### config.mk
export PLATFORM = sky130hd
export DESIGN_NAME = turn_controller
export DESIGN_NICKNAME = d
export VERILOG_FILES = /design/src/rtl/game_pkg.sv /design/src/rtl/frame_tick_sync.sv /design/src/rtl/turn_controller.sv
export SDC_FILE = /design/constraint.sdc
export NUM_CORES = 1
export LEC_CHECK = 0
export ABC_AREA = 0
export BUFFER_PORTS_ARGS = -buffer_cell sky130_fd_sc_hd__clkbuf_2
export CORE_MARGIN = 2
export CORE_UTILIZATION = 48
export CTS_CLUSTER_SIZE = 28
export DETAILED_ROUTE_END_ITERATION = 8
export HOLD_SLACK_MARGIN = 0.1
export PLACE_DENSITY = 0.82
export SLEW_MARGIN = 0
export SYNTH_ARGS = -nofsm -noshare
export SYNTH_HDL_FRONTEND = slang
export SYNTH_SLANG_ARGS = --single-unit
### constraint.sdc
create_clock -name clk -period 2.9 [get_ports clk]
set_input_delay 0.435 -clock clk [delete_from_list [all_inputs] [get_ports clk]]
set_output_delay 0.435 -clock clk [all_outputs]
set_load 0.03 [all_outputs]
### src/rtl/game_pkg.sv
// Shared game definitions: turn-sequencer states, keyboard codes and aiming limits.
package game_pkg;

  typedef enum logic [2:0] {
    ST_AIM,
    ST_ARM,
    ST_LAUNCH,
    ST_FLIGHT,
    ST_SETTLE
  } turn_state_t;

  localparam logic [7:0] KEY_A     = 8'h04;
  localparam logic [7:0] KEY_D     = 8'h07;
  localparam logic [7:0] KEY_W     = 8'h1A;
  localparam logic [7:0] KEY_S     = 8'h16;
  localparam logic [7:0] KEY_SPACE = 8'h2C;

  localparam logic [3:0] ANGLE_MAX    = 4'd8;
  localparam logic [2:0] POWER_MAX    = 3'd7;
  localparam logic [3:0] ANGLE_DEF_P0 = 4'd6;
  localparam logic [3:0] ANGLE_DEF_P1 = 4'd2;
  localparam logic [2:0] POWER_DEF    = 3'd4;

  function automatic logic key_mapped(input logic [7:0] k);
    return (k == KEY_A) || (k == KEY_D) || (k == KEY_W) ||
           (k == KEY_S) || (k == KEY_SPACE);
  endfunction

endpackage

### src/rtl/frame_tick_sync.sv
// Brings the frame-rate signal into clk and emits a one-cycle pulse per rising edge.
module frame_tick_sync (
  input  logic clk,
  input  logic reset,
  input  logic frame_clk,
  output logic tick
);

  logic r_sync0;
  logic r_sync1;
  logic r_sync1_d;

  always_ff @(posedge clk) begin
    if (reset) begin
      r_sync0   <= 1'b0;
      r_sync1   <= 1'b0;
      r_sync1_d <= 1'b0;
    end else begin
      r_sync0   <= frame_clk;
      r_sync1   <= r_sync0;
      r_sync1_d <= r_sync1;
    end
  end

  // Combinational pulse so that consumers act on the third clk edge after the rise.
  assign tick = r_sync1 & ~r_sync1_d;

endmodule

### src/rtl/turn_controller.sv
// Turn sequencer: keyboard aiming per player, one-frame launch pulse, flight/settle timing.
//
// state     | meaning
// ----------+----------------------------------------------------------
// ST_AIM    | active player adjusts angle/power; fire latches launch point
// ST_ARM    | fire accepted, waiting for the next frame tick
// ST_LAUNCH | launch held high for one frame
// ST_FLIGHT | bomb in the air; wait for explosion or flight timeout
// ST_SETTLE | terrain settle delay, then hand over to the other player
import game_pkg::*;

module turn_controller #(
  parameter int TURRET_H       = 8,
  parameter int SETTLE_FRAMES  = 30,
  parameter int FLIGHT_TIMEOUT = 600
) (
  input  logic       clk,
  input  logic       reset,
  input  logic       frame_clk,
  input  logic [7:0] keycode,
  input  logic [9:0] tank0_x,
  input  logic [9:0] tank0_y,
  input  logic [9:0] tank1_x,
  input  logic [9:0] tank1_y,
  input  logic       exploded,
  input  logic       game_over,
  output logic       launch,
  output logic [9:0] launchX,
  output logic [9:0] launchY,
  output logic [3:0] angle,
  output logic [2:0] power,
  output logic       player,
  output logic       busy,
  output logic       timeout_flag,
  output logic [7:0] turn_count
);

  localparam int CNT_MAX = (SETTLE_FRAMES > FLIGHT_TIMEOUT) ? SETTLE_FRAMES : FLIGHT_TIMEOUT;
  localparam int CW      = $clog2(CNT_MAX + 1);
  localparam logic [CW-1:0] FLIGHT_LOAD = CW'(FLIGHT_TIMEOUT - 1);
  localparam logic [CW-1:0] SETTLE_LOAD = CW'(SETTLE_FRAMES - 1);

  turn_state_t r_state, w_state_next;

  logic          w_tick;
  logic [7:0]    r_key_prev;
  logic [3:0]    r_angle [2];
  logic [2:0]    r_power [2];
  logic          r_player;
  logic          r_launch;
  logic [9:0]    r_launch_x;
  logic [9:0]    r_launch_y;
  logic          r_timeout;
  logic [7:0]    r_turns;
  logic [CW-1:0] r_cnt;
  logic          r_seen_low;

  logic       w_key_apply;
  logic       w_fire;
  logic [9:0] w_tank_x;
  logic [9:0] w_tank_y;
  logic       w_set_launch;
  logic       w_clr_launch;
  logic       w_load_flight;
  logic       w_load_settle;
  logic       w_timeout;
  logic       w_dec;
  logic       w_turn_done;

  frame_tick_sync u_tick (
    .clk       (clk),
    .reset     (reset),
    .frame_clk (frame_clk),
    .tick      (w_tick)
  );

  // game_over is checked combinationally so a key arriving with its rising edge is dropped.
  assign w_key_apply = (r_state == ST_AIM) && !game_over &&
                       (keycode != r_key_prev) && key_mapped(keycode);
  assign w_fire      = w_key_apply && (keycode == KEY_SPACE);
  assign w_tank_x    = r_player ? tank1_x : tank0_x;
  assign w_tank_y    = r_player ? tank1_y : tank0_y;

  always_comb begin
    w_state_next  = r_state;
    w_set_launch  = 1'b0;
    w_clr_launch  = 1'b0;
    w_load_flight = 1'b0;
    w_load_settle = 1'b0;
    w_timeout     = 1'b0;
    w_dec         = 1'b0;
    w_turn_done   = 1'b0;
    case (r_state)
      ST_AIM: begin
        if (w_fire) w_state_next = ST_ARM;
      end
      ST_ARM: begin
        if (w_tick) begin
          w_set_launch = 1'b1;
          w_state_next = ST_LAUNCH;
        end
      end
      ST_LAUNCH: begin
        if (w_tick) begin
          w_clr_launch  = 1'b1;
          w_load_flight = 1'b1;
          w_state_next  = ST_FLIGHT;
        end
      end
      ST_FLIGHT: begin
        // Explosion is tested first so it wins over a timeout on the same tick.
        if (r_seen_low && exploded) begin
          w_load_settle = 1'b1;
          w_state_next  = ST_SETTLE;
        end else if (w_tick) begin
          if (r_cnt == '0) begin
            w_timeout     = 1'b1;
            w_load_settle = 1'b1;
            w_state_next  = ST_SETTLE;
          end else begin
            w_dec = 1'b1;
          end
        end
      end
      ST_SETTLE: begin
        if (w_tick) begin
          if (r_cnt == '0) begin
            w_turn_done  = 1'b1;
            w_state_next = ST_AIM;
          end else begin
            w_dec = 1'b1;
          end
        end
      end
      default: w_state_next = ST_AIM;
    endcase
  end

  always_ff @(posedge clk) begin
    if (reset) begin
      r_state    <= ST_AIM;
      r_key_prev <= 8'h00;
      r_angle[0] <= ANGLE_DEF_P0;
      r_angle[1] <= ANGLE_DEF_P1;
      r_power[0] <= POWER_DEF;
      r_power[1] <= POWER_DEF;
      r_player   <= 1'b0;
      r_launch   <= 1'b0;
      r_launch_x <= 10'd0;
      r_launch_y <= 10'd0;
      r_timeout  <= 1'b0;
      r_turns    <= 8'd0;
      r_cnt      <= '0;
      r_seen_low <= 1'b0;
    end else begin
      r_state    <= w_state_next;
      r_key_prev <= keycode;
      if (w_key_apply) begin
        case (keycode)
          KEY_A: if (r_angle[r_player] != 4'd0)
                   r_angle[r_player] <= r_angle[r_player] - 4'd1;
          KEY_D: if (r_angle[r_player] != ANGLE_MAX)
                   r_angle[r_player] <= r_angle[r_player] + 4'd1;
          KEY_W: if (r_power[r_player] != POWER_MAX)
                   r_power[r_player] <= r_power[r_player] + 3'd1;
          KEY_S: if (r_power[r_player] != 3'd0)
                   r_power[r_player] <= r_power[r_player] - 3'd1;
          KEY_SPACE: begin
            r_launch_x <= w_tank_x;
            r_launch_y <= w_tank_y - 10'(TURRET_H);
          end
          default: ;
        endcase
      end
      if (w_set_launch)      r_launch <= 1'b1;
      else if (w_clr_launch) r_launch <= 1'b0;
      if (w_load_flight)      r_cnt <= FLIGHT_LOAD;
      else if (w_load_settle) r_cnt <= SETTLE_LOAD;
      else if (w_dec)         r_cnt <= r_cnt - 1'b1;
      if (w_load_flight)                             r_seen_low <= 1'b0;
      else if (r_state == ST_FLIGHT && !exploded)    r_seen_low <= 1'b1;
      if (w_load_settle) r_timeout <= w_timeout;
      if (w_turn_done) begin
        r_player <= ~r_player;
        r_turns  <= r_turns + 8'd1;
      end
    end
  end

  assign launch       = r_launch;
  assign launchX      = r_launch_x;
  assign launchY      = r_launch_y;
  assign angle        = r_angle[r_player];
  assign power        = r_power[r_player];
  assign player       = r_player;
  assign busy         = (r_state != ST_AIM);
  assign timeout_flag = r_timeout;
  assign turn_count   = r_turns;

endmodule

---- Word-level counts from Yosys, hierarchy flattened ----
Memories as Yosys holds them, arrays and structs flattened. A register that Yosys moved wholly into a read port is not among the register bits.
Cells that the tools add are included.
cells by class
  multiply operators ...................... 0
  add/subtract/negate cells ............... 7
  shift-type cells ........................ 0
  reductions and logical operators ........ 26
  div/mod/pow operators ................... 0
  order comparisons ....................... 0
  bitwise operators ....................... 5
  muxes and demuxes ....................... 64
  equal/unequal tests ..................... 19
operator list
  kind                     number
  $mux W10                 5
  $mux W1                  45
  $mux W3                  10
  $eq A8 B3 Y1 const B     2
  $eq A8 B5 Y1 const B     2
  $pmux W3 S5              1
  $logic_not A10 Y1        1
  $sub A10 B1 Y10 const B  1
  $sub A10 B4 Y10 const B  1
  $reduce_bool A3 Y1       3
  $add A8 B1 Y8 const B    1
  $eq A8 B6 Y1 const B     1
  $mux W4                  2
  $ne A8 B8 Y1             1
  $reduce_and A7 Y1        1
  $eq A3 B2 Y1 const B     2
  $logic_and A1 B1 Y1      6
  $ne A2 B1 Y1 const B     3
  $ne A3 B3 Y1 const B     2
  $reduce_or A3 Y1         2
  $add A4 B1 Y4 const B    1
  $logic_or A1 B1 Y1       4
  $ne A2 B2 Y1 const B     2
  $ne A4 B4 Y1 const B     1
  other kinds (17)         21
storage, ports and cells
  memories kept ........................... 2
  bits of input ports ..................... 53
  logic and storage cells ................. 138
  latch bits .............................. 0
  RAM bits ................................ 14
  memory bits (read-only) ................. 0
  output and inout bits ................... 39
  register bits after elaboration ......... 56
memories
  memory   depth  bits a word  rd ports  clocked after memory_dff  write ports  line                   text
  r_angle  2      4            1         1                         2            turn_controller.sv:47  logic [3:0] r_angle [2];
  r_power  2      3            1         1                         2            turn_controller.sv:48  logic [2:0] r_power [2];

---- Logic depth before layout (Yosys ltp) ----
Gate-level depths: netlist of the first run.
  word-level depth ........................ 12
  depth in mapped cells ................... 11
  mapped depth without buffers ............ 10

---- Hierarchy ----
From an unflattened synthesis of the first run, not the netlist that was laid out.
unflattened totals
  cells, all modules ...................... 392
  area total of the unflattened synthesis .. 3836.2 um^2
modules (own cells, without submodules)
  module           times used  cells an instance  area an instance (um^2)  seq. area each (um^2)
  turn_controller  1           385                3748.6                   1501.4
  frame_tick_sync  1           7                  87.6                     60.1

---- Worst setup path before layout of the first run ----
OpenSTA, ideal clock, no wires.
  path kind ............................... reg-to-reg
  from .................................... register r_state[1]
  to ...................................... memory r_angle[0][3], data pin
  clock period less this slack ............ 3155 ps
  required time ........................... 2642 ps
  buffers on the path ..................... 2
  setup time .............................. 258 ps
  cell stages (with the launch flop) ...... 12
  setup slack ............................. -255 ps
  arrival time ............................ 2898 ps
  cells stage by stage .................... dfxtp_1 -> buf_6 -> or4_4 -> buf_6 -> or2_1 -> or4_1 -> ha_1 -> a21o_1 -> a31o_2 -> xnor2_1 -> xnor2_1 -> nor2_1
RTL lines
  item                    line                    text
  from (decl)             turn_controller.sv:43   turn_state_t r_state, w_state_next;
  from (signal assigned)  turn_controller.sv:156  r_state <= w_state_next;
  to (decl)               turn_controller.sv:47

==> results of run 1 <==
==> report_power, final <==
| group | internal (mW) | switching [mW] | total [mW] |
|---|---|---|---|
| clock network | 0.436 | 0.385 | 0.820 |
| logic | 0.0687 | 0.0835 | 0.152 |
| registers | 1.02 | 0.00572 | 1.02 |
==> metrics by stage <==
| step | cells | worst slack, ps | area (um2) |
|---|---|---|---|
| after floorplan | 380 | -78.8 | 3760 |
| after CTS | 594 | 93.4 | 4610 |
| after global routing | 594 | 15.2 | 4610 |
| after global placement | 578 | -5.88 | 4400 |
| final | 594 | 106 | 4610 |
| after detailed placement | 578 | -37.8 | 4400 |
==> critical path: cells and delay by family (launching register included) <==
family / cells / cell delay (ps)
compound gates: 2 / 380
fa+ha+maj: 1 / 240
simple gates: 4 / 1300
flops: 1 / 310
xor+xnor: 2 / 330
==> metal layers <==
layer	wire, um	track usage
met1	3660	0.252
met5	0	0
met3	368	0.0337
met4	91	0.0871
met2	4250	0.347
==> worst paths after layout <==
path                                     start              to  slack (ps)  cells after the start
worst max-delay path                r_state[2]   r_angle[1][3]         110                      9
worst min-delay path                 frame_clk  u_tick.r_sync0         300                      2
worst max register to register      r_state[2]   r_angle[1][3]         110                      9
worst min register to register  u_tick.r_sync0  u_tick.r_sync1         460                      1
==> synth_stat cells, types with 2 or more instances <==
library cell and count:
fa_1 2, buf_2 4, a31oi_1 4, nor2b_1 11
or2_2 9, or4_1 6, o211ai_1 2, nor4b_1 5
and2_1 7, ha_1 6, o31ai_1 3, mux2i_1 27
clkbuf_1 8, xnor2_1 15, buf_6 5, a21oi_1 13
nand2b_1 3, nor4_1 9, o2111ai_1 2, nand2_1 18
or3_1 9, nor3b_1 3, nand3_1 6, nor2_1 47
dfxtp_1 57, nor3_1 6, nand4_1 5, xor2_1 15
inv_1 8, a211oi_2 14, edfxtp_1 14, o21ai_0 8
mux2_2 5
==> final cells by class <==
| type | count | area (um2) | share of cell area |
|---|---|---|---|
| Multi-Input combinational cell | 282 | 2050 | 0.444 |
| Tap cell | 102 | 128 | 0.0277 |
| Clock buffer | 13 | 190 | 0.0412 |
| Inverter | 8 | 30.0 | 0.00651 |
| Timing Repair Buffer | 115 | 636 | 0.138 |
| Clock inverter | 3 | 20.0 | 0.00434 |
| Sequential cell | 71 | 1560 | 0.338 |
==> registers in the layout, indices dropped and copies added (netlist names), 3 cells and up, named ones only <==
| register | cells |
|---|---|
| r_state | 3 |
| launchY | 10 |
| r_power | 6 |
| turn_count | 8 |
| r_angle | 8 |
| r_key_prev | 8 |
| r_cnt | 10 |
| launchX | 10 |
==> cells by family after synthesis <==
family	count (synthesis)	share of synthesized area
AOI/OAI and AO/OA	58	0.130
DFF	71	0.418
xor gates and xnor gates	30	0.0704
buffers and inverters	27	0.0395
and+or+nand+nor	154	0.224
muxes	32	0.0874
adders and majority gates	8	0.0308
==> results.ini, run 1 <==
[status]
outcome = finished, final reports clean

[floorplanning]
die_x_um = 92.2
ios = 92
die_h_um = 92.2
initial_utilization = 0.488
core_um2 = 7650
design.die.area_um2 = 8500
rows = 32

[clock_tree]
cts_buffer_depth = 2
clock_sinks = 71
clkLatencyLatePin_ps = 350
numCtsBuffers = 9
cts_tree = done
ctsHoldBuffers = 0
h-tree-depth = 3
clkSlewWorstSetupHoldPaths_ps = 80
post_cts_buffers = 0
clockRootBuffer = clkbuf_8
cts_resized = 0

[worst_setup_path]
cp_slowest_cell = or4_4
cp.required_ps = 3010
critical_path_class = register to register
critPathArrivalTime_ps = 2900
critical_path.cell_chain = or4_4 -> or2_1 -> or4_4 -> ha_4 -> a21o_1 -> a31o_2 -> xnor2_1 -> xnor2_1 -> nor2_1
crit_path_end_kind = register
startpoint_type = register
critPathMaxStageDelay_ps = 530
path_max_fanout = 3

[placement]
dp_hpwl_um = 6200
portBuffers = 91
place.gp.congestion = 0.834

[global_route]
grt_usage = 0.203
grt_max_degree = 56
grt_pass1_wl_um = 13900
grt_overflow = 0
grt_pass1_vias = 3054
antenna_found_initial = 0

[logic_synthesis]
ys_warn_count = 0
synthCells = 380
synth_enable_flop_cells = 14
yosys_register_bits = 71
synth_area_um2 = 3730
yosys.area.top_type = dfxtp_1
syn_avg_cell_area_um2 = 9.83
synthFlopType = dfxtp_1
ys_seq_area_frac = 0.418
synth_area_leaders = dfxtp_1 (31%), edfxtp_1 (11%), mux2i_1 (7.2%)
yosysUniqueCellTypes = 57
synth-async-reset-ratio = 0
syn_nets = 441
synth_top_area_share = 0.306

[final_layout]
drive_gt1_frac = 0.350
mostFrequentLayoutCells = clkbuf_2 (91), dfxtp_1 (57), nor2_1 (47), mux2i_1 (27), buf_4 (24)
area_delta_synth_final_pct = 23.5
layout_commonest_cell = clkbuf_2
utilization = 0.603
fillers = 662
nets = 548
diodes = 0

[timing]
finalHoldViolations = 0
worst_slew_pin_slew_ps = 834
skew_ps = 10.8
fmax_mhz = 358
drv_slew = 0
hold_ws_ps = 303
fin_crit_sh = 0.964
timing.final.crit_period_ps = 2790
setup_viol = 0
fin_setup_tns_ps = 0
rsz0062_at_grt = false
max_slew_margin = 0.443

[pwr]
p_leak_nw = 1.79
peakVddDrop_mv = 0.306
power_density_nw_per_um2 = 432
total_power_mw = 1.99

[drt]
vias = 3157
wl_per_cell_um = 14.1
viasPerCell = 5.31
detail-route-antenna-nets = 0
drtIter0Drc = 137
remaining_drc_errors = 0
dr.pass1.iters = 4
drt-total-wl_um = 8380

[min_path]
min_path_type = primary input to register

[run]
timing.max_cap.violations = 0

Note: power is estimated with default switching activity, not from simulation.
==> inputs of run 2 (changes only) <==
--- a/config.mk
+++ b/config.mk
@@ -8,11 +8,11 @@
 export ABC_AREA = 0
 export BUFFER_PORTS_ARGS = -buffer_cell sky130_fd_sc_hd__clkbuf_2
 export CORE_MARGIN = 2
-export CORE_UTILIZATION = 48
+export CORE_UTILIZATION = 44
 export CTS_CLUSTER_SIZE = 28
 export DETAILED_ROUTE_END_ITERATION = 8
 export HOLD_SLACK_MARGIN = 0.1
-export PLACE_DENSITY = 0.82
+export PLACE_DENSITY = 0.76
 export SLEW_MARGIN = 0
 export SYNTH_ARGS = -nofsm -noshare
 export SYNTH_HDL_FRONTEND = slang
==> run 2 against run 1 <==
  * Combinational power is essentially flat
  * Largest cell class unchanged
  * Critical path depth unchanged
  * Clock skew grew 1.6 ps
  * Register-to-register slack better by 20 ps
  * Final cell count up 0.34%
  * Non-clock buffer count shrank 1
  * Sequential cell count stayed put
  * Sequential share of layout area is essentially flat
  * Sequential power barely moved
==> results.ini, run 2 (synthesized netlist as in run 1, its figures left out) <==
[drt]
remaining_drc_errors = 0
drtIter0Drc = 94
wl_per_cell_um = 14.2
detail-route-antenna-nets = 0
viasPerCell = 5.25
dr.pass1.iters = 4
vias = 3131
drt-total-wl_um = 8490

[pwr]
combPwrFrac = 0.076
p_sw_frac = 0.225
power_density_nw_per_um2 = 429
total_power_mw = 1.98
clkPwrFrac = 0.407
peakVddDrop_mv = 0.291
p_leak_nw = 1.78
seqPwrFrac = 0.517
p_switching_mw = 0.446
intPower_mw = 1.53

[worst_setup_path]
r2r_end = r_angle[1][3]
critPathMaxStageDelay_ps = 520
path_max_fanout = 3
cp.required_ps = 3000
r2r_slack_ps = 130
critical_path.cell_chain = or4_4 -> or2_1 -> or4_4 -> ha_4 -> a21o_1 -> a31o_2 -> xnor2_1 -> xnor2_1 -> nor2_1
r2r_start = r_state[2]
critPathArrivalTime_ps = 2870
startpoint_type = register
ff2ff_path_depth = 9
critical_path_class = register to register
cp_slowest_cell = or4_4
crit_path_end_kind = register

[clock_tree]
clock_sinks = 71
h-tree-depth = 3
cts_buffer_depth = 2
clkLatencyLatePin_ps = 350
clockRootBuffer = clkbuf_8
post_cts_buffers = 0
ctsHoldBuffers = 0
numCtsBuffers = 9
cts_tree = done
cts_resized = 0
clkSlewWorstSetupHoldPaths_ps = 70

[floorplanning]
core_um2 = 8220
die_x_um = 96.1
ios = 92
initial_utilization = 0.455
rows = 33
die_h_um = 96.1
design.die.area_um2 = 9240

[final_layout]
regArea_um2 = 1560
mostFrequentLayoutCells = clkbuf_2 (91), dfxtp_1 (57), nor2_1 (47), mux2i_1 (27), buf_4 (22)
area_delta_synth_final_pct = 23.5
nets = 547
drive_gt1_frac = 0.342
design_area_um2 = 4610
final_cells = 596
fillers = 743
layout_commonest_cell = clkbuf_2
diodes = 0
multiInputGateArea_um2 = 2050

[global_route]
grt_max_degree = 56
grt_usage = 0.185
grt_pass1_vias = 2956
antenna_found_initial = 0
grt_overflow = 0
grt_pass1_wl_um = 13500

[timing]
max_slew_margin = 0.548
worst_slew_pin_slew_ps = 678
finalHoldViolations = 0
timing.final.crit_period_ps = 2770
rsz0062_at_grt = false
fmax_mhz = 361
setup_viol = 0
drv_slew = 0
fin_crit_sh = 0.956
setup_ws_ps = 127
hold_ws_ps = 316
skew_ps = 12.4

[min_path]
min_path_type = primary input to register
min_from = frame_clk
hold_end = u_tick.r_sync0
min_path_cells = 2

[placement]
place.gp.congestion = 0.831
dpl-instance-area_um2 = 4410
place_ws_ps = -41.8
placed_cells = 580
portBuffers = 91
dp_hpwl_um = 6310

[run]
timing.max_cap.violations = 0

[status]
outcome = finished, final reports clean

-- run 2: worst max-delay path: cells and delay by family, from the launching register on --
kind            cells  cell delay, ps
fa+ha+maj           1             230
simple gates        4            1270
xor+xnor            2             330
compound gates      2             380
flops               1             310
-- run 2: worst max path at each step --
stage | startpoint | endpoint | slack [ps] | depth (start not counted)
final | r_state[2] | r_angle[1][3] | 130 | 9
after global routing | r_state[2] | r_angle[1][3] | 0.4 | 9
after CTS | r_state[2] | r_angle[1][3] | 110 | 9
after detailed placement | reset | r_angle[1][3] | -40 | 10
after global placement | reset | r_angle[1][3] | -7 | 10
after floorplan | r_state[1] | r_angle[0][3] | -80 | 11
-- run 2: layer usage --
layer  track usage  vias to the layer above  routed length [um]
met3        0.0321                       10                 261
met1         0.234                     1493                3770
met4        0.0655                        0                  93
met2         0.317                       56                4370
met5             0                        -                   0
li1              -                     1572                   -
-- run 2: power by group through the flow --
| stage | clock network (mW) | logic [mW] | registers, mW |
|---|---|---|---|
| after floorplan | 0 | 0.0817 | 1.05 |
| after global placement | 0 | 0.147 | 1.04 |
| after detailed placement | 0 | 0.151 | 1.04 |
| after CTS | 0.827 | 0.152 | 1.02 |
| after global routing | 0.857 | 0.167 | 1.02 |
| final | 0.805 | 0.151 | 1.02 |
-- run 2: area by class of cell --
cell class | count | area share
Clock inverter | 3 | 0.00868
Multi-Input combinational cell | 282 | 0.444
Clock buffer | 13 | 0.0347
Tap cell | 105 | 0.0285
Inverter | 8 | 0.00651
Sequential cell | 71 | 0.339
Timing Repair Buffer | 114 | 0.139
-- run 2: through the flow --
step	TNS [ps]	utilization
2_1_floorplan	-158	-
3_3_place_gp	-12.9	0.537
3_5_place_dp	-82.0	0.537
4_1_cts	0	0.561
5_1_grt	0	0.561
6_report	0	0.561
==> inputs of run 3 (changes only) <==
--- a/config.mk
+++ b/config.mk
@@ -12,8 +12,9 @@
 export CTS_CLUSTER_SIZE = 28
 export DETAILED_ROUTE_END_ITERATION = 8
 export HOLD_SLACK_MARGIN = 0.1
-export PLACE_DENSITY = 0.76
+export PLACE_DENSITY = 0.74
 export SLEW_MARGIN = 0
 export SYNTH_ARGS = -nofsm -noshare
 export SYNTH_HDL_FRONTEND = slang
 export SYNTH_SLANG_ARGS = --single-unit
+export TNS_END_PERCENT = 1
==> constraint.sdc (replaced) <==
create_clock -name clk -period 2.6 [get_ports clk]
set_input_delay 0.39 -clock clk [delete_from_list [all_inputs] [get_ports clk]]
set_output_delay 0.39 -clock clk [all_outputs]
set_load 0.03 [all_outputs]
==> run 3 against run 2 <==
  * Clock power decreased by 5.5%
  * The run now ends with negative setup slack left
  * Global-route usage increased by 0.69 points
  * Non-clock buffer count is 9 higher
  * Setup slack got worse by 340 ps
==> results.ini, run 3 (synthesized netlist as in run 1, its figures left out) <==
[status]
outcome = finished, violations left
violations = negative setup slack

[drt]
detail-route-antenna-nets = 0
drt-total-wl_um = 8500
wl_met2_um = 4340
vias = 3150
met1_length_um = 3710
wl_per_cell_um = 14.1
dr.pass1.iters = 4
routed-wl-met3_um = 294
drtIter0Drc = 81
viasPerCell = 5.22
highest_layer = met4
remaining_drc_errors = 0

[worst_setup_path]
startpoint_type = register
ff2ff_path_depth = 9
r2r_start = r_state[2]
r2r_end = r_angle[1][3]
critical_path_class = register to register
r2r_slack_ps = -210
cp.required_ps = 2690
critPathArrivalTime_ps = 2900
crit_path_end_kind = register
path_max_fanout = 3

[timing]
fin_setup_tns_ps = -592
finalHoldViolations = 0
skew_ps = 10.2
fmax_mhz = 356
rsz0062_at_grt = true
timing.final.crit_period_ps = 2810
hold_ws_ps = 259
fin_crit_sh = 1.08
setup_viol = 4
worst_slew_pin_slew_ps = 674
drv_slew = 0
max_slew_margin = 0.551
setup_ws_ps = -211

[final_layout]
regArea_um2 = 1560
design_area_um2 = 4650
layout_commonest_cell = clkbuf_2
multiInputGateArea_um2 = 2050
utilization = 0.566
area_delta_synth_final_pct = 24.5
diodes = 0
mostFrequentLayoutCells = clkbuf_2 (91), dfxtp_1 (55), nor2_1 (47), buf_4 (31), mux2i_1 (27)
fillers = 751
final_cells = 604
nets = 556
drive_gt1_frac = 0.363

[clock_tree]
clkLatencyLatePin_ps = 340
clockRootBuffer = clkbuf_8
h-tree-depth = 3
cts_tree = done
clock_sinks = 71
clkSlewWorstSetupHoldPaths_ps = 70
post_cts_buffers = 0
cts_buffer_depth = 2
numCtsBuffers = 9

[global_route]
grt_overflow = 0
antenna_found_initial = 0
grt_usage = 0.192
grt_pass1_wl_um = 13900
grt_max_degree = 56
grt_pass1_vias = 3098

[min_path]
min_from = frame_clk
min_path_cells = 2
min_path_type = primary input to register
hold_end = u_tick.r_sync0

[floorplanning]
ios = 92
initial_utilization = 0.455
rows = 33
die_h_um = 96.1
die_x_um = 96.1
design.die.area_um2 = 9240
core_um2 = 8220

[placement]
dp_hpwl_um = 6400
place.gp.congestion = 0.825
place_ws_ps = -304
dpl-instance-area_um2 = 4470
placed_cells = 589
portBuffers = 91

[pwr]
combPwrFrac = 0.083
clkPwrFrac = 0.367
p_sw_frac = 0.240
intPower_mw = 1.57
p_leak_nw = 1.82
power_density_nw_per_um2 = 446
p_switching_mw = 0.498
peakVddDrop_mv = 0.279
total_power_mw = 2.07
seqPwrFrac = 0.550

[run]
timing.max_cap.violations = 0

-- run 3: cell count changes in the layout (fill, tap and decap cells not counted), moves of 2 or more --
| cell | before | now |
|---|---|---|
| dfxtp_1 | 57 | 55 |
| clkbuf_1 | 3 | 1 |
| buf_4 | 22 | 31 |
| dfxtp_2 | 0 | 2 |
-- run 3: cell type report --
type,count,share of cell area
Tap cell,105,0.0283
Clock buffer,11,0.0304
Timing Repair Buffer,123,0.152
Clock inverter,4,0.00484
Multi-Input combinational cell,282,0.441
Sequential cell,71,0.336
Inverter,8,0.00646
-- run 3: critical path, stage by stage, from the launching register on --
cell and delay [ps]:
dfxtp_2 320, or4_4 530, or2_4 270, or4_4 450, ha_4 230, a21o_1 170, a31o_2 220, xnor2_1 160
xnor2_1 160, nor2_1 60
-- run 3: worst max path at each step --
stage	slack, ps	endpoint	startpoint	cells after the start
CTS	-220	r_angle[1][3]	r_state[2]	9
floorplan	-380	r_angle[0][3]	r_state[1]	11
global placement	-240	r_angle[0][3]	game_over	10
global route	-340	r_angle[1][3]	r_state[2]	9
finish	-210	r_angle[1][3]	r_state[2]	9
detailed placement	-300	r_angle[1][3]	reset	10
-- run 3: repair_timing --
item,4_1_cts,5_1_grt
hold buffers,0,0
setup endpoints to repair,6,8
gates resized for setup,2,2
pin swaps,1,0
-- run 3: per-layer routing --
| metal | vias up | track usage |
|---|---|---|
| met5 | - | 0 |
| met4 | 0 | 0.0774 |
| met3 | 13 | 0.0337 |
| met2 | 64 | 0.334 |
| met1 | 1482 | 0.234 |
| li1 | 1591 | - |
-- run 3: power by group through the flow --
stage	clock network, mW	registers [mW]	logic [mW]
after floorplan	0	1.17	0.0897
after global placement	0	1.17	0.166
after detailed placement	0	1.17	0.171
after CTS	0.779	1.14	0.173
after global routing	0.824	1.14	0.190
final	0.761	1.14	0.171
